--- config.mk ---
export PLATFORM = sky130hd
export DESIGN_NAME = el2_dec_trigger_csr
export DESIGN_NICKNAME = d
export VERILOG_FILES = /design/src/rtl/el2_pkg.sv /design/src/rtl/el2_trigger_csr_entry.sv /design/src/rtl/el2_dec_trigger_csr.sv
export SDC_FILE = /design/constraint.sdc
export NUM_CORES = 1
export LEC_CHECK = 0
export CORE_AREA = 2 2 115 117
export CTS_CLUSTER_DIAMETER = 100
export CTS_CLUSTER_SIZE = 14
export DETAILED_ROUTE_END_ITERATION = 16
export DIE_AREA = 0 0 117 119
export DONT_BUFFER_PORTS = 1
export PLACE_DENSITY = 0.81
export SLEW_MARGIN = 40
export SYNTH_ARGS = -nofsm -noshare
export SYNTH_HDL_FRONTEND = slang
export SYNTH_SLANG_ARGS = --single-unit
--- constraint.sdc ---
create_clock -name clk -period 2.9 [get_ports clk]
set_input_delay 0.58 -clock clk [delete_from_list [all_inputs] [get_ports clk]]
set_output_delay 0.58 -clock clk [all_outputs]
set_load 0.01 [all_outputs]
--- src/rtl/el2_pkg.sv ---
// el2_pkg: shared types and constants for the debug-trigger CSR bank.
//   el2_trigger_pkt_t : per-trigger packet consumed by the LSU trigger matcher
//   el2_mcontrol_t    : stored (writable) fields of one mcontrol tdata1
//   CSR_* / MC_*      : CSR addresses and mcontrol bit positions
//   mcontrol_rd()     : builds the 32-bit tdata1 readback word
package el2_pkg;

   typedef struct packed {
      logic        select;
      logic        match;
      logic        store;
      logic        load;
      logic        execute;
      logic        m;
      logic [31:0] tdata2;
   } el2_trigger_pkt_t;

   localparam logic [11:0] CSR_TSELECT = 12'h7A0;
   localparam logic [11:0] CSR_TDATA1  = 12'h7A1;
   localparam logic [11:0] CSR_TDATA2  = 12'h7A2;

   localparam int unsigned MC_TYPE_LSB    = 28;
   localparam int unsigned MC_DMODE       = 27;
   localparam int unsigned MC_MASKMAX_LSB = 21;
   localparam int unsigned MC_HIT         = 20;
   localparam int unsigned MC_SELECT      = 19;
   localparam int unsigned MC_ACTION      = 12;
   localparam int unsigned MC_ACTION_MSB  = 15;
   localparam int unsigned MC_CHAIN       = 11;
   localparam int unsigned MC_MATCH       = 7;
   localparam int unsigned MC_M           = 6;
   localparam int unsigned MC_EXECUTE     = 2;
   localparam int unsigned MC_STORE       = 1;
   localparam int unsigned MC_LOAD        = 0;

   localparam logic [3:0] MC_TYPE    = 4'd2;
   localparam logic [5:0] MC_MASKMAX = 6'd31;

   typedef struct packed {
      logic dmode;
      logic hit;
      logic select;
      logic action;
      logic chain;
      logic match;
      logic m;
      logic execute;
      logic store;
      logic load;
   } el2_mcontrol_t;

   function automatic logic [31:0] mcontrol_rd(input el2_mcontrol_t mc);
      logic [31:0] rd;
      rd                                   = '0;
      rd[MC_TYPE_LSB+3:MC_TYPE_LSB]        = MC_TYPE;
      rd[MC_MASKMAX_LSB+5:MC_MASKMAX_LSB]  = MC_MASKMAX;
      rd[MC_DMODE]                         = mc.dmode;
      rd[MC_HIT]                           = mc.hit;
      rd[MC_SELECT]                        = mc.select;
      rd[MC_ACTION]                        = mc.action;
      rd[MC_CHAIN]                         = mc.chain;
      rd[MC_MATCH]                         = mc.match;
      rd[MC_M]                             = mc.m;
      rd[MC_EXECUTE]                       = mc.execute;
      rd[MC_STORE]                         = mc.store;
      rd[MC_LOAD]                          = mc.load;
      return rd;
   endfunction

endpackage

--- src/rtl/el2_trigger_csr_entry.sv ---
// el2_trigger_csr_entry: one mcontrol trigger's tdata1/tdata2 registers.
//   clk, rst_l      : clock, synchronous active-low reset
//   dbg_mode        : core in debug mode (gates dmode writes / protection)
//   wr_tdata1/2     : write strobes already decoded for this trigger
//   wdata           : CSR write data
//   partner_dmode   : dmode of the chaining partner trigger
//   hit_set         : qualified hit on this trigger this cycle
//   mc              : stored mcontrol fields
//   enabled         : trigger armed (m and at least one access type)
//   pkt             : packet for the LSU trigger matcher
//   tdata1_rd       : tdata1 readback word
//   tdata2          : stored tdata2
module el2_trigger_csr_entry
   import el2_pkg::*;
#(
   parameter bit CHAIN_CAPABLE = 1'b1
) (
   input  logic             clk,
   input  logic             rst_l,
   input  logic             dbg_mode,
   input  logic             wr_tdata1,
   input  logic             wr_tdata2,
   input  logic [31:0]      wdata,
   input  logic             partner_dmode,
   input  logic             hit_set,
   output el2_mcontrol_t    mc,
   output logic             enabled,
   output el2_trigger_pkt_t pkt,
   output logic [31:0]      tdata1_rd,
   output logic [31:0]      tdata2
);

   logic          wr_ok;
   el2_mcontrol_t mc_wr;

   // A debug-owned trigger is read-only to machine-mode code.
   assign wr_ok = ~(mc.dmode & ~dbg_mode);

   always_comb begin
      mc_wr         = '0;
      mc_wr.dmode   = wdata[MC_DMODE] & dbg_mode;
      mc_wr.hit     = wdata[MC_HIT];
      mc_wr.select  = wdata[MC_SELECT];
      // Only actions 0 and 1 are supported; anything larger falls back to 0.
      mc_wr.action  = (wdata[MC_ACTION_MSB:MC_ACTION] == 4'd1);
      // A chain may not span triggers owned by different modes.
      mc_wr.chain   = CHAIN_CAPABLE & wdata[MC_CHAIN] & (partner_dmode == mc_wr.dmode);
      mc_wr.match   = wdata[MC_MATCH];
      mc_wr.m       = wdata[MC_M];
      mc_wr.execute = wdata[MC_EXECUTE];
      mc_wr.store   = wdata[MC_STORE];
      mc_wr.load    = wdata[MC_LOAD];
   end

   always_ff @(posedge clk) begin
      if (!rst_l) begin
         mc     <= '0;
         tdata2 <= '0;
      end else begin
         // A tdata1 write overrides a same-cycle hit, including the hit bit.
         if (wr_tdata1 && wr_ok) begin
            mc <= mc_wr;
         end else if (hit_set) begin
            mc.hit <= 1'b1;
         end
         if (wr_tdata2 && wr_ok) begin
            tdata2 <= wdata;
         end
      end
   end

   assign enabled = mc.m & (mc.execute | mc.store | mc.load);

   always_comb begin
      pkt         = '0;
      pkt.select  = mc.select;
      pkt.match   = mc.match;
      pkt.store   = mc.store;
      pkt.load    = mc.load;
      pkt.execute = mc.execute;
      pkt.m       = mc.m;
      pkt.tdata2  = tdata2;
   end

   assign tdata1_rd = mcontrol_rd(mc);

endmodule

--- src/rtl/el2_dec_trigger_csr.sv ---
// el2_dec_trigger_csr: debug-trigger CSR bank and R-stage hit reporting.
//   clk, rst_l            : clock, synchronous active-low reset
//   csr_wr_en/addr/wdata  : CSR write port (tselect/tdata1/tdata2)
//   csr_rdata             : combinational readback of the addressed CSR
//   dbg_mode, mstatus_mie : hit inhibit qualifiers
//   lsu_valid_m           : LSU access valid in M
//   lsu_trigger_match_m   : raw per-trigger match from the LSU
//   kill_r                : R-stage flush
//   trigger_pkt_any       : per-trigger packets to the LSU matcher
//   trigger_hit_r         : qualified hits in R
//   trigger_bkpt_r        : breakpoint request (action 0)
//   trigger_halt_r        : debug-halt request (action 1)
module el2_dec_trigger_csr
   import el2_pkg::*;
#(
   parameter int unsigned NTRIG = 4
) (
   input  logic                         clk,
   input  logic                         rst_l,
   input  logic                         csr_wr_en,
   input  logic [11:0]                  csr_addr,
   input  logic [31:0]                  csr_wdata,
   output logic [31:0]                  csr_rdata,
   input  logic                         dbg_mode,
   input  logic                         mstatus_mie,
   input  logic                         lsu_valid_m,
   input  logic [NTRIG-1:0]             lsu_trigger_match_m,
   input  logic                         kill_r,
   output el2_trigger_pkt_t [NTRIG-1:0] trigger_pkt_any,
   output logic [NTRIG-1:0]             trigger_hit_r,
   output logic                         trigger_bkpt_r,
   output logic                         trigger_halt_r
);

   logic [1:0]       tselect;
   logic [NTRIG-1:0] match_r;
   logic [NTRIG-1:0] enabled;
   logic [NTRIG-1:0] action;
   logic [NTRIG-1:0] q;
   logic [NTRIG-1:0] wr_tdata1;
   logic [NTRIG-1:0] wr_tdata2;
   el2_mcontrol_t    mc        [NTRIG];
   logic [31:0]      tdata1_rd [NTRIG];
   logic [31:0]      tdata2    [NTRIG];

   always_ff @(posedge clk) begin
      if (!rst_l) begin
         tselect <= '0;
      end else if (csr_wr_en && (csr_addr == CSR_TSELECT)) begin
         tselect <= csr_wdata[1:0];
      end
   end

   always_ff @(posedge clk) begin
      if (!rst_l) begin
         match_r <= '0;
      end else begin
         match_r <= lsu_trigger_match_m & {NTRIG{lsu_valid_m}} & enabled;
      end
   end

   for (genvar gi = 0; gi < NTRIG; gi++) begin : g_entry
      assign wr_tdata1[gi] = csr_wr_en & (csr_addr == CSR_TDATA1) & (tselect == 2'(gi));
      assign wr_tdata2[gi] = csr_wr_en & (csr_addr == CSR_TDATA2) & (tselect == 2'(gi));
      assign action[gi]    = mc[gi].action;

      el2_trigger_csr_entry #(
         .CHAIN_CAPABLE((gi % 2) == 0)
      ) u_entry (
         .clk           (clk),
         .rst_l         (rst_l),
         .dbg_mode      (dbg_mode),
         .wr_tdata1     (wr_tdata1[gi]),
         .wr_tdata2     (wr_tdata2[gi]),
         .wdata         (csr_wdata),
         .partner_dmode (mc[gi ^ 1].dmode),
         .hit_set       (trigger_hit_r[gi]),
         .mc            (mc[gi]),
         .enabled       (enabled[gi]),
         .pkt           (trigger_pkt_any[gi]),
         .tdata1_rd     (tdata1_rd[gi]),
         .tdata2        (tdata2[gi])
      );
   end

   // Chained pair (even, odd) only fires when both halves matched.
   for (genvar gp = 0; gp < NTRIG / 2; gp++) begin : g_chain
      logic both;
      assign both          = match_r[2*gp] & match_r[2*gp+1];
      assign q[2*gp]       = mc[2*gp].chain ? both : match_r[2*gp];
      assign q[2*gp+1]     = mc[2*gp].chain ? both : match_r[2*gp+1];
   end

   assign trigger_hit_r  = q & {NTRIG{~(dbg_mode | kill_r)}} & (action | {NTRIG{mstatus_mie}});
   assign trigger_bkpt_r = |(trigger_hit_r & ~action);
   assign trigger_halt_r = |(trigger_hit_r & action);

   always_comb begin
      csr_rdata = '0;
      case (csr_addr)
         CSR_TSELECT: csr_rdata = {30'd0, tselect};
         CSR_TDATA1:  csr_rdata = tdata1_rd[tselect];
         CSR_TDATA2:  csr_rdata = tdata2[tselect];
         default:     csr_rdata = '0;
      endcase
   end

endmodule
==> impl_results.md, run 1 <==
- Status: finished clean
- Core Area: 0.0129 sq mm
- Num CTS Buffers: 17
- Most common cell after layout, fill and taps aside: nand2_1
- Crit path DAT: 2.15 ns
- Hold Vio Cnt, Final: 0
- Worst EP required: 2.32 ns
- Hold WS: 0.291 ns
- Distinct cells, synth: 40
- Die Area: 0.0139 sq mm
- I/O Buffers: 0
- Slew HR: 54.1%
- Post-route ant nets: 0
- Skew final: 0.00607 ns
- Root buffer cell: clkbuf_16
- Clk Latency, worst-skew pair: 0.43 ns
- Vias: 6059
- Routed WL per cell: 22.2 um
- Row cnt: 42
- Hold Path Stages: 2
- Mean post-synth cell area: 10.1 sq um
- Clock buffer depth: 2
- Tcrit/Tclk final: 94.0%
- Hold_sp: lsu_trigger_match_m[0]
- Cell leakage power: 0.00308 uW
- CTS tree: built
- CP Capture Type: output pin
- Vias in the first global route: 6014
- Vias per cell: 6.30
- Initial antenna violation count: 0
- Net Count, Synth: 858
- Initial drt markers: 418
- Post-route DRC: 0
- Post-CTS Resized: 0
- First-pass GRT wire length: 32100 um
- R2r setup slk: 0.54 ns
- RR Startpoint: tselect[1]
- Sequential-to-total area share from yosys stat: 42.5%
- Die H: 119 um
- Dpl hpwl: 14600 um
- Layout cells sized above 1: 14.5%
- Worst slew pin tran: 0.688 ns
- Flop and latch count out of synthesis: 172
- Htree depth: 4
- ANT cells: 0
- Synth Instances: 803
- R2R depth: 6
- First-pass DRT Iterations: 6
- Total GRT Usage: 30.1%
- Clock transition at path regs: 0.06 ns
- Critical path fanouts, max: 26
- Fin crit period: 2.73 ns
- Remaining Overflow, GRT: 0
- Hold crit path type: in2reg
- Max cap viols: 0
- Worst Setup Start Kind: flip-flop
- Sink Count: 172
- RR Endpoint: g_entry[3].u_entry.tdata2[18]
- Die Width: 117 um
- Setup TNS: 0 ns
- Critical Path Source: tselect[1]
- Max Slew Vio Count: 0
- Mapped Area: 0.00810 sq mm
- Worst vdd ir: 0.330 mV
- RePlAce Congestion: 0.829
- RSZ-0062 raised after global routing: false
- Max Fclk: 367 MHz
- WL final: 21400 um
- Area Overhead vs Synth: 7.61%
- IO Count: 245
- Highest-count cells in the layout ignoring fill and taps: 202 x nand2_1, 170 x dfxtp_1, 163 x mux2i_1
- Final setup fails: 0
- Yosys warning count: 0
- Setup Crit Path Kind: reg2out
- Largest net degree at the start of global routing: 203
- Final net count: 828
- Worst Hold End: match_r[0]
- Power density cells: 527 mW/mm^2
- Initial Util: 62.9%
## metal layers
layer,GRT usage [%],vias up,part of all wire [%]
met5,0,-,0
met4,13.5,0,3.1
met3,10.9,50,8.8
met2,50.0,308,50
met1,34.3,3016,38
li1,-,2685,-
## worst max path at each step
| stage | to | slack (ns) | depth (start not counted) |
|---|---|---|---|
| finish | csr_rdata[27] | 0.17 | 5 |
| global route | csr_rdata[27] | 0.04 | 5 |
| CTS | csr_rdata[27] | 0.03 | 5 |
| detailed placement | g_entry[3].u_entry.tdata2[18] | 0.43 | 6 |
| global placement | g_entry[3].u_entry.tdata2[13] | 0.44 | 5 |
| floorplan | csr_rdata[25] | 0.66 | 5 |
## Yosys cell counts (all sizes together)
library cell	number	share of area [%]
o22ai	9	0.69
nor2b	20	1.5
mux2i	163	20
and4b	1	0.12
inv	23	1.1
nor2	18	0.93
dfxtp	172	42
o21ba	1	0.12
o32ai	1	0.11
nand3	9	0.56
nand3b	1	0.093
o21bai	2	0.19
o41ai	3	0.32
mux4	41	11
nand2b	10	0.77
nand4	8	0.62
or2	2	0.15
o2111ai	2	0.22
o21a	2	0.19
o211ai	2	0.19
xnor2	2	0.22
or3	2	0.15
nand2	202	9.4
o311a	2	0.25
nor3	11	0.74
nand4b	2	0.22
and4bb	1	0.15
o21ai	6	0.37
o31a	1	0.11
buf	51	4.8
or4	2	0.23
nand4bb	1	0.14
clkbuf	30	1.4
## cell families (layout without fill, tap and decap cells)
group / Yosys count / after routing / synth area share (%)
xor gates and xnor gates: 2 / 2 / 0.216
and+or+nand+nor: 290 / 290 / 15.8
DFF: 172 / 172 / 42.5
AOI/OAI and AO/OA: 31 / 31 / 2.75
buffers and inverters: 104 / 87 / 7.24
muxes: 204 / 204 / 31.5
## what timing repair did
action,4_1_cts,5_1_grt
hold buffers,0,0
buffers inserted,0,1
setup endpoints to repair,0,7
## area by class of cell
| cell class | count | area [sq um] |
|---|---|---|
| well taps | 176 | 220 |
| fillers | 959 | 4150 |
| multi-input cells | 527 | 4100 |
| inverters | 23 | 86.3 |
| clock buffers | 20 | 437 |
| repair buffers | 32 | 308 |
| flip-flops and latches | 172 | 3450 |
| clock inverters | 12 | 124 |
## sequential cells by signal, indices dropped and copies added (netlist names)
signal / count
match_r: 4
g_entry.u_entry.tdata2: 128
g_entry.u_entry.mc: 38
tselect: 2
## where the power goes
part           internal, uW  switching [uW]
Combinational          17.8            45.0
Clock                  1260             913
Sequential             2360           0.113
## critical path, cell delays in order (launching register included)
cell and delay (ns):
dfxtp_4 0.55, buf_12 0.27, mux4_2 0.52, inv_1 0.09, o22ai_1 0.10, buf_4 0.18
## through the flow
stage / instance area, sq um / worst slack (ns) / std cells / util (%) / power (uW)
floorplan: 8100 / 0.664 / 803 / - / 2500
global placement: 8120 / 0.437 / 928 / 63.0 / 2470
detailed placement: 8140 / 0.428 / 929 / 63.2 / 2480
CTS: 8700 / 0.0291 / 961 / 67.5 / 4610
global route: 8720 / 0.0388 / 962 / 67.7 / 4730
finish: 8720 / 0.175 / 962 / 67.7 / 4600
Power figures use the tool's default switching activity.
==> run 2: changes to the inputs <==
--- a/config.mk
+++ b/config.mk
@@ -11,7 +11,7 @@
 export DETAILED_ROUTE_END_ITERATION = 16
 export DIE_AREA = 0 0 117 119
 export DONT_BUFFER_PORTS = 1
-export PLACE_DENSITY = 0.81
+export PLACE_DENSITY = 0.92
 export SLEW_MARGIN = 40
 export SYNTH_ARGS = -nofsm -noshare
 export SYNTH_HDL_FRONTEND = slang
==> run 2 against run 1 <==
Non-clock buffer count fell by 6. Die area did not move. Global-route usage fell by 0.59 points. Via count fell by 0.97%. Combinational power rose by 1%. Sequential share of layout area rose by 0.14 points. Critical path type unchanged. Core utilization fell by 0.23 points. Highest routed layer unchanged. Design area fell by 0.34%. Cell count fell by 0.83%. Critical endpoint unchanged.
==> impl_results.md, run 2 (same netlist as run 1, synthesis figures left out) <==
- Sw power: 943 uW (was 958 uW)
- Final net count: 822 (was 828)
- Most common cell after layout, fill and taps aside: nand2_1 (unchanged)
- Seq pwr share: 50.3% (was 51.4%)
- Root buffer cell: clkbuf_16 (unchanged)
- Clock transition at path regs: 0.07 ns (was 0.06 ns)
- Largest register FFs: 128 (unchanged)
- Critical path fanouts, max: 29 (was 26)
- Setup Crit Path Kind: reg2out (unchanged)
- Sink Count: 172 (unchanged)
- Worst vdd ir: 0.415 mV (was 0.330 mV)
- Hold_sp: lsu_trigger_match_m[1] (was lsu_trigger_match_m[0])
- Clock power frac: 48.3% (was 47.3%)
- RSZ-0062 raised after global routing: false (unchanged)
- Cell area after layout: 0.00869 sq mm (was 0.00872 sq mm)
- Initial Util: 62.9% (unchanged)
- Max Slew Vio Count: 0 (unchanged)
- R2r setup slk: 0.51 ns (was 0.54 ns)
- Max Fclk: 358 MHz (was 367 MHz)
- Power density cells: 540 mW/mm^2 (was 527 mW/mm^2)
- Hold Buf Count CTS: 0 (unchanged)
- R2R depth: 5 (was 6)
- Post-CTS Resized: 0 (unchanged)
- CP Capture Type: output pin (unchanged)
- RePlAce Congestion: 0.833 (was 0.829)
- Final setup fails: 0 (unchanged)
- Worst Setup Start Kind: flip-flop (unchanged)
- Post-route ant nets: 0 (unchanged)
- Biggest regs: g_entry.u_entry.tdata2: 128 flops, g_entry.u_entry.mc: 38 flops, match_r: 4 flops (unchanged)
- Largest net degree at the start of global routing: 203 (unchanged)
- Core Area: 0.0129 sq mm (unchanged)
- Hold crit path type: in2reg (unchanged)
- Crit path DAT: 2.22 ns (was 2.15 ns)
- Setup TNS: 0 ns (unchanged)
- Hold Path Stages: 2 (unchanged)
- Layout cells sized above 1: 13.8% (was 14.5%)
- Met1 Routed Length: 7960 um (was 8110 um)
- Htree depth: 4 (unchanged)
- CTS tree: built (unchanged)
- DP Area: 0.00811 sq mm (was 0.00814 sq mm)
- Slew HR: 45.2% (was 54.1%)
- Initial drt markers: 424 (was 418)
- First-pass GRT wire length: 31800 um (was 32100 um)
- RR Startpoint: tselect[0] (was tselect[1])
- Die Area: 0.0139 sq mm (unchanged)
- Num CTS Buffers: 17 (unchanged)
- Row cnt: 42 (unchanged)
- DR WL met3: 1900 um (was 1890 um)
- Cell leakage power: 0.00306 uW (was 0.00308 uW)
- Clock buffer depth: 2 (unchanged)
- Skew final: 0.00958 ns (was 0.00607 ns)
- Remaining Overflow, GRT: 0 (unchanged)
- Area Overhead vs Synth: 7.24% (was 7.61%)
- Total GRT Usage: 29.5% (was 30.1%)
- Sw Share: 20.1% (was 20.8%)
- Vias per cell: 6.29 (was 6.30)
- Met2 wire length: 10300 um (was 10700 um)
- Comb pwr share: 1.4% (about the same)
- Hold Vio Cnt, Final: 0 (unchanged)
- Dpl hpwl: 13800 um (was 14600 um)
- WL final: 20700 um (was 21400 um)
- IO Count: 245 (unchanged)
- Initial antenna violation count: 0 (unchanged)
- P_int: 3750 uW (was 3640 uW)
- Post-route DRC: 0 (unchanged)
- Postcts setup bufs: 0 (unchanged)
- Status: finished clean (unchanged)
- Routed WL per cell: 21.7 um (was 22.2 um)
- Die Width: 117 um (unchanged)
- Highest-count cells in the layout ignoring fill and taps: 202 x nand2_1, 170 x dfxtp_1, 163 x mux2i_1 (unchanged)
- Hold WS: 0.294 ns (was 0.291 ns)
- First-pass DRT Iterations: 5 (was 6)
- ANT cells: 0 (unchanged)
- Die H: 119 um (unchanged)
- Highest metal used: met4 (unchanged)
- Vias: 6000 (was 6059)
- RR Endpoint: g_entry[3].u_entry.tdata2[21] (was g_entry[3].u_entry.tdata2[18])
- Fin crit period: 2.80 ns (was 2.73 ns)
- Tcrit/Tclk final: 96.4% (was 94.0%)
- I/O Buffers: 0 (unchanged)
- Vias in the first global route: 5998 (was 6014)
- Worst slew pin tran: 0.822 ns (was 0.688 ns)
- Clk Latency, worst-skew pair: 0.42 ns (was 0.43 ns)
- Worst EP required: 2.32 ns (about the same)
- Max cap viols: 0 (unchanged)
- Worst Hold End: match_r[1] (was match_r[0])
- Largest Register: g_entry.u_entry.tdata2 (unchanged)
## run 2: worst max-delay path, stage by stage, from the launching register on
cell,delay [ns]
dfxtp_2,0.86
buf_12,0.27
mux4_2,0.31
inv_1,0.07
o22ai_1,0.10
buf_4,0.18
## run 2: how the worst max path moves through the flow
stage                            start                  endpoint  slack, ns  cells past startpoint
final                       tselect[0]             csr_rdata[27]       0.10                      5
after global routing        tselect[0]             csr_rdata[24]       0.05                      5
after CTS                   tselect[0]             csr_rdata[27]       0.09                      5
after detailed placement   csr_addr[3]  g_entry[0].u_entry.mc[2]       0.45                      4
after global placement     csr_addr[3]  g_entry[0].u_entry.mc[2]       0.56                      4
after floorplan           csr_addr[11]             csr_rdata[25]       0.66                      5
## run 2: area by class of cell
type | instances | area, sq um
Clock inverter | 7 | 87.6
Tap cell | 176 | 220
Sequential cell | 172 | 3450
Fill cell | 956 | 4180
Clock buffer | 23 | 498
Timing Repair Buffer | 26 | 258
Inverter | 23 | 86.3
Multi-Input combinational cell | 527 | 4090
## run 2: per-stage QoR
| stage | power [uW] | std cells | util, % | setup WS [ns] |
|---|---|---|---|---|
| 2_1_floorplan | 2500 | 803 | - | 0.664 |
| 3_3_place_gp | 2480 | 924 | 63.0 | 0.557 |
| 3_5_place_dp | 2480 | 924 | 63.0 | 0.449 |
| 4_1_cts | 4710 | 954 | 67.5 | 0.0924 |
| 5_1_grt | 4810 | 954 | 67.5 | 0.0462 |
| 6_report | 4690 | 954 | 67.5 | 0.103 |
## run 2: power by group through the flow
| stage | Clock [uW] | Sequential, uW | Combinational [uW] |
|---|---|---|---|
| floorplan | 0 | 2410 | 82.0 |
| global placement | 0 | 2410 | 60.9 |
| finish | 2270 | 2360 | 63.7 |
| global route | 2380 | 2360 | 69.7 |
| CTS | 2290 | 2360 | 63.3 |
| detailed placement | 0 | 2410 | 62.8 |
## run 2: metal layers
layer / global-route usage (%) / vias up
li1: - / 2685
met1: 35.3 / 2952
met2: 48.7 / 320
met3: 9.72 / 43
met4: 11.5 / 0
met5: 0 / -
==> run 3: changes to the inputs <==
==> constraint.sdc (replaced) <==
create_clock -name clk -period 2.9 [get_ports clk]
set_input_delay 0.87 -clock clk [delete_from_list [all_inputs] [get_ports clk]]
set_output_delay 0.87 -clock clk [all_outputs]
set_load 0.01 [all_outputs]
==> run 3 against run 2 <==
Maximum frequency is 2.8% lower. Die area stayed put. Register-to-register slack better by 0.39 ns. Clock skew is 0.0011 ns lower. Power is 1.8% lower. Flip-flop and latch count stayed put. Cell count is 1.8% higher. Non-clock buffer count is 15 higher. Wire length is 1.3% higher. Critical path type is now in2out.
==> impl_results.md, run 3 (same netlist as run 1, synthesis figures left out) <==
- RePlAce Congestion: 0.849 (was 0.833)
- Vias in the first global route: 6035 (was 5998)
- Hold_sp: g_entry[0].u_entry.mc[9] (was lsu_trigger_match_m[1])
- Fin crit period: 2.88 ns (was 2.80 ns)
- Core Area: 0.0129 sq mm (unchanged)
- Initial Util: 62.9% (unchanged)
- Remaining Overflow, GRT: 0 (unchanged)
- Critical Path Source: csr_addr[11] (was tselect[0])
- Post-route DRC: 0 (unchanged)
- RSZ-0062 raised after global routing: false (unchanged)
- Worst vdd ir: 0.424 mV (was 0.415 mV)
- Final net count: 837 (was 822)
- Largest net degree at the start of global routing: 203 (unchanged)
- Skew final: 0.00843 ns (was 0.00958 ns)
- Layout cells sized above 1: 15.6% (was 13.8%)
- Highest-count cells in the layout ignoring fill and taps: 202 x nand2_1, 170 x dfxtp_1, 163 x mux2i_1 (unchanged)
- First-pass GRT wire length: 31800 um (about the same)
- Initial drt markers: 545 (was 424)
- I/O Buffers: 0 (unchanged)
- Largest register FFs: 128 (unchanged)
- ANT cells: 0 (unchanged)
- First-pass DRT Iterations: 5 (unchanged)
- Largest Register: g_entry.u_entry.tdata2 (unchanged)
- Post-route ant nets: 0 (unchanged)
- Biggest regs: g_entry.u_entry.tdata2: 128 flops, g_entry.u_entry.mc: 38 flops, match_r: 4 flops (unchanged)
- IO Count: 245 (unchanged)
- Setup TNS: 0 ns (unchanged)
- Num CTS Buffers: 17 (unchanged)
- CTS tree: built (unchanged)
- Max Slew Vio Count: 0 (unchanged)
- Cell area after layout: 0.00884 sq mm (was 0.00869 sq mm)
- Htree depth: 4 (unchanged)
- Die H: 119 um (unchanged)
- Power density cells: 521 mW/mm^2 (was 540 mW/mm^2)
- Clock transition at path regs: 0.06 ns (was 0.07 ns)
- CP Capture Type: output pin (unchanged)
- Area Overhead vs Synth: 9.05% (was 7.24%)
- Max Fclk: 347 MHz (was 358 MHz)
- Die Area: 0.0139 sq mm (unchanged)
- Hold Vio Cnt, Final: 0 (unchanged)
- Die Width: 117 um (unchanged)
- Most common cell after layout, fill and taps aside: nand2_1 (unchanged)
- RR Startpoint: tselect[1] (was tselect[0])
- Worst Setup Start Kind: input pin (was flip-flop)
- Final setup fails: 0 (unchanged)
- Total GRT Usage: 30.0% (was 29.5%)
- Setup Crit Path Kind: in2out (was reg2out)
- Routed WL per cell: 21.6 um (was 21.7 um)
- Clock buffer depth: 2 (unchanged)
- Dpl hpwl: 14400 um (was 13800 um)
- Cell leakage power: 0.00314 uW (was 0.00306 uW)
- Hold Buf Count CTS: 0 (unchanged)
- Row cnt: 42 (unchanged)
- Fillers: 923 (was 956)
- Tcrit/Tclk final: 99.2% (was 96.4%)
- Vias: 6048 (was 6000)
- Root buffer cell: clkbuf_16 (unchanged)
- Critical path fanouts, max: 13 (was 29)
- Register Area: 0.00345 sq mm (about the same)
- Clk Latency, worst-skew pair: 0.43 ns (was 0.42 ns)
- WL final: 21000 um (was 20700 um)
- Sink Count: 172 (unchanged)
- Area of the multi-input gates: 0.00410 sq mm (was 0.00409 sq mm)
- Worst slew pin tran: 0.717 ns (was 0.822 ns)
- Hold crit path type: reg2reg (was in2reg)
- Vias per cell: 6.23 (was 6.29)
- Worst EP required: 2.03 ns (was 2.32 ns)
- Crit path DAT: 2.01 ns (was 2.22 ns)
- Initial antenna violation count: 0 (unchanged)
- DP Area: 0.00824 sq mm (was 0.00811 sq mm)
- Slew HR: 52.2% (was 45.2%)
- Max cap viols: 0 (unchanged)
- Status: finished clean (unchanged)
[run 3: cell types whose count changed in the layout (fill, tap and decap cells not counted), sizes merged]
cell,before,now
inv,23,24
buf,26,41
clkinv,4,6
bufinv,2,1
[run 3: path summary, 6_finish.rpt]
kind	to	slack [ns]	depth (start not counted)
worst max register to register	g_entry[2].u_entry.mc[1]	0.90	6
worst max-delay path	csr_rdata[29]	0.02	6
worst min register to register	g_entry[0].u_entry.mc[9]	0.49	2
worst min-delay path	g_entry[0].u_entry.mc[9]	0.49	2
[run 3: layer usage]
metal	track usage (%)	wire (um)
met1	35.5	8150
met2	49.4	10500
met3	10.2	1800
met4	12.4	522
met5	0	0
[run 3: layout make-up]
type                       count  share of cell area, %
clock buffer                  23                   5.41
clock inverter                 9                  0.991
inverter                      23                  0.977
multi-input combinational    527                   46.4
sequential                   172                   39.0
tap                          176                   2.49
timing repair buffer          41                   4.64
[run 3: report_power, final]
group	internal, uW	total [uW]	leakage (uW)	switching, uW
Clock	1250	2180	0.000278	927
Sequential	2360	2360	0.00139	0.104
Combinational	20.0	67.2	0.00148	47.3
[run 3: what timing repair did]
| action | 4_1_cts | 5_1_grt |
|---|---|---|
| pin swaps | 1 | 0 |
| setup endpoints to repair | 7 | 3 |
| setup buffers | 1 | 0 |
| gates cloned | 0 | 0 |
| resized for setup | 4 | 4 |
[run 3: stage by stage]
stage               std cells  total power, uW  setup slack [ns]  hold WS (ns)  utilization, %
floorplan                 803             2500            0.0842         0.444               -
global placement          938             2480            -0.156         0.473            64.0
detailed placement        938             2480            -0.132         0.483            64.0
CTS                       971             4630            0.0454         0.488            68.5
global route              971             4730          0.000386         0.529            68.6
finish                    971             4610            0.0221         0.489            68.6
[run 3: worst max-delay path, stage by stage]
cell and delay, ns:
and4b_1 0.26, buf_4 0.14, nand4_1 0.14, buf_4 0.24, o21ai_4 0.20, buf_4 0.15
